## config.mk

```make
export PLATFORM = sky130hd
export DESIGN_NAME = act_ingress_scheduler
export DESIGN_NICKNAME = d
export VERILOG_FILES = /design/src/rtl/act_ingress_scheduler_pkg.sv /design/src/rtl/act_ingress_scheduler.sv
export SDC_FILE = /design/constraint.sdc
export NUM_CORES = 1
export LEC_CHECK = 0
export ABC_AREA = 0
export BUFFER_PORTS_ARGS = -buffer_cell sky130_fd_sc_hd__clkbuf_2
export CAP_MARGIN = 20
export CORE_MARGIN = 1.5
export CORE_UTILIZATION = 60
export CTS_CLUSTER_DIAMETER = 150
export DETAILED_ROUTE_END_ITERATION = 12
export PLACE_DENSITY = 0.88
export SYNTH_ARGS = -nofsm -noshare
export SYNTH_HDL_FRONTEND = slang
export SYNTH_SLANG_ARGS = --single-unit
```

## constraint.sdc

```tcl
create_clock -name clk -period 4.6 [get_ports clk]
set_input_delay 0.92 -clock clk [delete_from_list [all_inputs] [get_ports clk]]
set_output_delay 0.92 -clock clk [all_outputs]
set_load 0.005 [all_outputs]
```

## src/rtl/act_ingress_scheduler_pkg.sv

```systemverilog
// Shared definitions for the activation ingress scheduler.
// ARRAY_ROWS : rows of the systolic array. It sets the skew depth of the last
//              row and the drain length after each accepted beat.
// POS_WIDTH  : width of the frame position count and index.
// sched_state_t : scheduler states, which sequence flush/accept/drain per position.
package act_ingress_scheduler_pkg;

  localparam int ARRAY_ROWS = 8;
  localparam int POS_WIDTH  = 16;

  typedef enum logic [2:0] {
    IDLE,
    FLUSH,
    ACCEPT,
    DRAIN,
    DONE,
    ABORT_FLUSH
  } sched_state_t;

endpackage

```

## src/rtl/act_ingress_scheduler.sv

```systemverilog
// Activation ingress scheduler.
// For every spatial position of a frame, the scheduler does the following:
//   1. It flushes the ingress for one cycle.
//   2. It opens the accept window for exactly one AXI beat.
//   3. It keeps the ingress enabled until the skew wavefront has drained into
//      the west boundary of the array.
// Ports:
//   clk, rst          clock; synchronous active-high reset
//   start, abort      frame control pulses from the top-level FSM
//   num_pos           positions in the frame, latched on start
//   stall             array back-pressure; freezes ingress shifting
//   s_axis_tvalid/tready/tlast  monitored AXI handshake and framing
//   ing_enable/accept/flush     ingress controls
//   pos_idx           current position index
//   busy, done        activity flag; one-cycle completion pulse
//   frame_err         sticky TLAST framing error
module act_ingress_scheduler #(
  parameter int ARRAY_ROWS = act_ingress_scheduler_pkg::ARRAY_ROWS,
  parameter int POS_WIDTH  = act_ingress_scheduler_pkg::POS_WIDTH
) (
  input  logic                 clk,
  input  logic                 rst,
  input  logic                 start,
  input  logic                 abort,
  input  logic [POS_WIDTH-1:0] num_pos,
  input  logic                 stall,
  input  logic                 s_axis_tvalid,
  input  logic                 s_axis_tready,
  input  logic                 s_axis_tlast,
  output logic                 ing_enable,
  output logic                 ing_accept,
  output logic                 ing_flush,
  output logic [POS_WIDTH-1:0] pos_idx,
  output logic                 busy,
  output logic                 done,
  output logic                 frame_err
);

  import act_ingress_scheduler_pkg::*;

  localparam int CNT_W = (ARRAY_ROWS > 1) ? $clog2(ARRAY_ROWS) : 1;
  localparam logic [CNT_W-1:0] CNT_LAST = CNT_W'(ARRAY_ROWS - 1);

  sched_state_t         state_q, state_d;
  logic [POS_WIDTH-1:0] numPos_q, numPos_d;
  logic [POS_WIDTH-1:0] posIdx_q, posIdx_d;
  logic [CNT_W-1:0]     drainCnt_q, drainCnt_d;
  logic                 frameErr_q, frameErr_d;
  logic                 hs;
  logic                 lastPos;

  assign hs      = s_axis_tvalid && s_axis_tready;
  // numPos_q is never zero inside a frame, so the subtraction cannot underflow.
  assign lastPos = (posIdx_q == (numPos_q - POS_WIDTH'(1)));

  assign pos_idx   = posIdx_q;
  assign frame_err = frameErr_q;

  // State and datapath registers. Reset returns everything to an idle,
  // all-zero condition so that the next start re-flushes the ingress.
  always_ff @(posedge clk) begin
    if (rst) begin
      state_q    <= IDLE;
      numPos_q   <= '0;
      posIdx_q   <= '0;
      drainCnt_q <= '0;
      frameErr_q <= 1'b0;
    end else begin
      state_q    <= state_d;
      numPos_q   <= numPos_d;
      posIdx_q   <= posIdx_d;
      drainCnt_q <= drainCnt_d;
      frameErr_q <= frameErr_d;
    end
  end

  // Next-state logic.
  // Abort takes priority over the handshake, so a beat that arrives together
  // with an abort is discarded by the exit flush. The drain count advances
  // only in unstalled cycles. The terminal count is honoured only when the
  // array is not stalled, which holds the last row until it can take data.
  always_comb begin
    state_d    = state_q;
    numPos_d   = numPos_q;
    posIdx_d   = posIdx_q;
    drainCnt_d = drainCnt_q;
    frameErr_d = frameErr_q;
    unique case (state_q)
      IDLE: begin
        if (start) begin
          numPos_d   = num_pos;
          posIdx_d   = '0;
          drainCnt_d = '0;
          frameErr_d = 1'b0;
          state_d    = (num_pos == '0) ? DONE : FLUSH;
        end
      end
      FLUSH: begin
        state_d = abort ? ABORT_FLUSH : ACCEPT;
      end
      ACCEPT: begin
        if (abort) begin
          state_d = ABORT_FLUSH;
        end else if (hs) begin
          state_d    = DRAIN;
          drainCnt_d = '0;
          if (s_axis_tlast != lastPos) begin
            frameErr_d = 1'b1;
          end
        end
      end
      DRAIN: begin
        if (abort) begin
          state_d = ABORT_FLUSH;
        end else if (!stall) begin
          if (drainCnt_q == CNT_LAST) begin
            if (lastPos) begin
              state_d = DONE;
            end else begin
              posIdx_d = posIdx_q + POS_WIDTH'(1);
              state_d  = FLUSH;
            end
          end else begin
            drainCnt_d = drainCnt_q + CNT_W'(1);
          end
        end
      end
      DONE:        state_d = IDLE;
      ABORT_FLUSH: state_d = IDLE;
      default:     state_d = IDLE;
    endcase
  end

  // Output decode. Accept is driven only together with enable, and both
  // drop under stall, so the ingress never takes a beat it cannot shift.
  always_comb begin
    ing_enable = 1'b0;
    ing_accept = 1'b0;
    ing_flush  = 1'b0;
    busy       = 1'b0;
    done       = 1'b0;
    unique case (state_q)
      IDLE: begin
      end
      FLUSH, ABORT_FLUSH: begin
        ing_flush = 1'b1;
        busy      = 1'b1;
      end
      ACCEPT: begin
        ing_enable = !stall;
        ing_accept = !stall;
        busy       = 1'b1;
      end
      DRAIN: begin
        ing_enable = !stall;
        busy       = 1'b1;
      end
      DONE: begin
        done = 1'b1;
        busy = 1'b1;
      end
      default: begin
      end
    endcase
  end

endmodule

```

==> results of run 1 <==
cell usage after synthesis, types with 4 or more instances:
| library cell | number | area share (%) |
|---|---|---|
| mux2i_1 | 7 | 2.7 |
| nand2_1 | 59 | 8.5 |
| xnor2_1 | 10 | 3.4 |
| nor4_1 | 6 | 1.4 |
| or3_1 | 9 | 2.2 |
| ha_1 | 4 | 1.9 |
| xor2_1 | 8 | 2.7 |
| clkbuf_1 | 16 | 2.3 |
| a21oi_1 | 28 | 5.4 |
| dfxtp_1 | 39 | 30 |
| nor2b_1 | 5 | 1.2 |
| and3_1 | 9 | 2.2 |
| inv_1 | 6 | 0.86 |
| o21ai_0 | 10 | 1.9 |
| nand3_1 | 12 | 2.3 |
| nor2_1 | 29 | 4.2 |
| nor3_1 | 11 | 2.1 |
| nand4_1 | 14 | 3.4 |
cell families after synthesis:
| logic type | after synthesis |
|---|---|
| buffers and inverters | 26 |
| xor gates and xnor gates | 19 |
| DFF | 39 |
| and+or+nand+nor | 185 |
| AOI/OAI and AO/OA | 64 |
| muxes | 8 |
| adders and majority gates | 4 |
registers in the layout, indices dropped and copies added (netlist names):
name and flops:
numPos_q 16, pos_idx 16, drainCnt_q 3, state_q 3, frame_err 1
layer usage:
| metal | GRT usage [%] | vias up | share of wire, % |
|---|---|---|---|
| met5 | 0 | - | 0 |
| met4 | 11.0 | 0 | 2.8 |
| met3 | 5.84 | 24 | 8.0 |
| met2 | 53.1 | 147 | 47 |
| met1 | 39.5 | 1254 | 42 |
| li1 | - | 1318 | - |
final timing paths:
check	endpoint	slack, ns	cells past startpoint
setup / recovery	state_q[0]	1.33	9
hold / removal	drainCnt_q[1]	0.46	2
setup reg to reg	state_q[0]	1.33	9
hold reg to reg	drainCnt_q[1]	0.46	2
worst max-delay path, cell delays in order (launching register included):
cell and delay (ns):
dfxtp_1 0.35, inv_1 0.07, ha_1 0.32, nor3b_1 0.61, nand4_1 0.23, xnor2_1 0.19, nor4_2 0.45, nand4_1 0.28
a2111oi_0 0.53, nor4_1 0.12
area by class of cell:
| cell class | instances | share of cell area (%) |
|---|---|---|
| multi-input cells | 280 | 58.6 |
| clock buffers | 5 | 2.35 |
| inverters | 6 | 0.770 |
| clock inverters | 3 | 1.50 |
| repair buffers | 46 | 7.96 |
| well taps | 50 | 2.14 |
| flip-flops and latches | 39 | 26.7 |
power breakdown:
group	switching, mW	internal [mW]
logic	0.119	0.0790
registers	0.0246	0.351
clock network	0.128	0.161
==> results.toml, run 1 <==
[clocking]
path_clk_slew_ns = 0.08
hold_buffers = 0
ctsHtreeMaxLevel = 2
cts_resized = 0
clkSinkCount = 39
tritoncts = "yes"
post_cts_buffers = 0
clockRootBuffer = "clkbuf_8"
numCtsBuffers = 5
clock_latency_ns = 0.30
clockBufferDepth = 2

[timing]
fmax_ghz = 0.306
period_share_pct = 71.1
hold_viol = 0
setup_viol = 0
period_needed_ns = 3.27
relSlewSlack_pct = 35.6
fin_ws_ns = 1.33
worstMarginPinSlew_ns = 0.963
hold_slack_ns = 0.461
tns_ns = 0
fin_skew_ns = 0.00604
rsz0062_at_grt = "false"
drv_slew = 0

[place]
dp_slack_ns = 1.58
dp.cells = 421
gp_congestion = 0.909
port_buffers = 45
dp.final_hpwl_mm = 4.92
post_dp_cell_area_mm2 = 0.00281

[drt]
drtIter0Drc = 395
avgViaCountPerCell = 6.39
drc = 0
ant_nets = 0
wl_per_cell_um = 16.0
num_vias = 2743
wl_mm = 6.89
drt_first_pass_iters = 6

[synth]
synth_xor_area_share_pct = 6.92
synth-adder-area-share_pct = 1.92
synth.distinct_cells = 58
synth_compound_area_share_pct = 15.8
synth_fp_nets = 373
synth_top_family_by_area = "simple AND/OR/NAND/NOR gates"
yosys_warnings = 0
ys_seq_elements = 39
syn_area_mm2 = 0.00260
synth-simple-area-share_pct = 37.8
async_flop_share_pct = 0
synth-main-ff-cell = "dfxtp_1"
synth_edf_count = 0
postSynthCellCount = 345
synthMuxAreaShare_pct = 3.12
yosysSeqAreaShare_pct = 30.0
syn_avg_cell_area_um2 = 7.55

[power]
p_total_mw = 0.863
vdd_ir_drop_max_uv = 217
leakage_nw = 1.24
powerDensity_mw_per_mm2 = 295

[worst_setup_path]
crit_path_start = "numPos_q[0]"
cp_max_fo = 8
crit_arrival_ns = 3.44
timing.rr.start = "numPos_q[0]"
end_kind = "register"
worstPathRequired_ns = 4.77
cp-start-kind = "register"
path_class = "register to register"

[cells_and_area]
final_area_mm2 = 0.00292
regArea_um2 = 781
layout-drive-gt1-share_pct = 17.2
layout.cells.non_filler = 429
final_common_cell = "nand2_1"
fillers = 340
final_cell_mix = "nand2_1 (59), clkbuf_2 (45), dfxtp_1 (39), nor2_1 (29), a21oi_1 (28)"
multi_input_area_mm2 = 0.00171
final_nets = 406
area_growth_pct = 12.3
post-route-util_pct = 71.6
insertedDiodeCount = 0

[worst_hold_path]
hp-start = "drainCnt_q[1]"
holdCritPathClass = "register to register"

[die]
dieArea_mm2 = 0.00474
fp.dieW_um = 68.9
core_mm2 = 0.00409
io-pin-count = 46
start_util_pct = 63.7
num_rows = 23
die_h_um = 68.9

[status]
status = "complete, no violations"

[grt]
grt_max_degree = 31
grt_pass1_wl_mm = 11.1
antenna_found_initial = 0
groute.usage.overall_pct = 31.2
first_global_vias = 2450
grt-ovfl-total = 0

[job]
drv_cap = 0
Power figures use the tool's default switching activity.
==> run 2: changes to the inputs <==
- CORE_UTILIZATION: 60 -> 56
- PLACE_DENSITY: 0.88 -> 0.83
- clock period: 4.6 -> 3.2 ns (I/O delays scaled with it)
==> run 2 against run 1 <==
Fmax up 9.0%. Setup slack lost 1.1 ns. Non-clock buffer count is 8 higher. Register-to-register slack worse by 1.1 ns. Cell area rose by 3.0%. Combinational power grew 54%. Clock-buffer cell count increased by 1. Global-route usage shrank 3.1 points. Clock power grew 69%. Sequential power up 44%. Cell count up 2.3%. Critical path type unchanged. Largest cell class unchanged. Largest power group unchanged.
==> results.toml, run 2 (synthesis gave the netlist of run 1 again) <==
[timing]
fmax_ghz = 0.333
fin_skew_ns = 0.00836
drv_slew = 0
tns_ns = 0
rsz0062_at_grt = "false"
relSlewSlack_pct = 58.6
setup_viol = 0
period_share_pct = 93.8
period_needed_ns = 3.00
worstMarginPinSlew_ns = 0.611
hold_viol = 0

[die]
dieArea_mm2 = 0.00507
die_h_um = 71.2
fp.dieW_um = 71.2
io-pin-count = 46
num_rows = 24
core_mm2 = 0.00441
start_util_pct = 59.0

[clocking]
tritoncts = "yes"
clkSinkCount = 39
clockRootBuffer = "clkbuf_8"
hold_buffers = 0
clock_latency_ns = 0.30
clockBufferDepth = 2
path_clk_slew_ns = 0.08
post_cts_buffers = 0
numCtsBuffers = 5
ctsHtreeMaxLevel = 2

[cells_and_area]
area_growth_pct = 15.7
final_cell_mix = "nand2_1 (59), clkbuf_2 (45), dfxtp_1 (39), nor2_1 (29), a21oi_1 (28)"
fillers = 373
layout.cells.non_filler = 439
regArea_um2 = 781
multi_input_area_mm2 = 0.00172
final_common_cell = "nand2_1"
layout-drive-gt1-share_pct = 18.9
insertedDiodeCount = 0
final_area_mm2 = 0.00301
final_nets = 414

[power]
leakage_nw = 1.29
powerDensity_mw_per_mm2 = 444
vdd_ir_drop_max_uv = 329

[job]
drv_cap = 0

[drt]
wl_mm = 6.84
ant_nets = 0
drtIter0Drc = 169
wl_per_cell_um = 15.6
drc = 0
num_vias = 2721
avgViaCountPerCell = 6.20
drt_first_pass_iters = 5

[worst_setup_path]
cp_top_family = "simple AND/OR/NAND/NOR gates"
path_class = "register to register"
worstPathRequired_ns = 3.44
cp_max_fo = 16
cp-start-kind = "register"
end_kind = "register"
crit_slowest_cell = "or4_4"
cpPeakStageDelay_ns = 0.50
worstPathCellList = "nor4_4 > buf_4 > nand3b_1 > or4_4 > a211oi_2 > nand4_2 > a21oi_1 > a32o_1"
path_buf_inv = 1
crit_arrival_ns = 3.24

[place]
dp.final_hpwl_mm = 5.01
port_buffers = 45
post_dp_cell_area_mm2 = 0.00287
gp_congestion = 0.893
dp.cells = 431

[grt]
grt_max_degree = 31
groute.usage.overall_pct = 28.1
grt_pass1_wl_mm = 11.5
antenna_found_initial = 0
first_global_vias = 2484
grt-ovfl-total = 0

[status]
status = "complete, no violations"

[worst_hold_path]
holdCritPathClass = "register to register"
run 2: final cells by class:
class                   count  area share (%)
clock buffers               6            2.41
multi-input cells         280            57.0
repair buffers             54            9.72
inverters                   6           0.748
well taps                  52            2.16
flip-flops and latches     39            25.9
clock inverters             2            1.99
run 2: path summary, 6_finish.rpt:
path                       from             to  slack [ns]  cells after the start
hold reg to reg   drainCnt_q[1]  drainCnt_q[1]        0.46                      2
hold / removal    drainCnt_q[1]  drainCnt_q[1]        0.46                      2
setup / recovery    numPos_q[3]     pos_idx[1]        0.20                      8
setup reg to reg    numPos_q[3]     pos_idx[1]        0.20                      8
run 2: repair_timing:
action,CTS,global route
setup endpoints to repair,0,13
hold endpoints to repair,0,0
resized for setup,0,1
run 2: routing by layer:
layer / GRT usage (%) / vias to the layer above / share of wire [%]
met4: 11.3 / 0 / 2.3
met5: 0 / - / 0
met1: 36.3 / 1277 / 43
li1: - / 1335 / -
met2: 45.7 / 94 / 49
met3: 5.98 / 15 / 5.7
run 2: power by group:
| group | internal (mW) | switching [mW] |
|---|---|---|
| combinational | 0.132 | 0.173 |
| clock | 0.312 | 0.180 |
| sequential | 0.504 | 0.0352 |
| total | 0.948 | 0.388 |
run 2: metrics by stage:
stage	power [mW]	util, %	worst slack, ns	hold slack (ns)
after floorplan	0.754	-	0.549	0.436
after global placement	0.838	65.1	0.362	0.443
after detailed placement	0.848	65.1	0.176	0.452
after CTS	1.33	68.1	0.147	0.462
after global routing	1.39	68.2	0.0807	0.490
final	1.34	68.2	0.199	0.462
run 2: worst reg2reg max path: stages, from the launching register on:
cell	delay, ns
dfxtp_1	0.42
nor4_4	0.43
buf_4	0.22
nand3b_1	0.10
or4_4	0.50
a211oi_2	0.30
nand4_2	0.40
a21oi_1	0.40
a32o_1	0.18
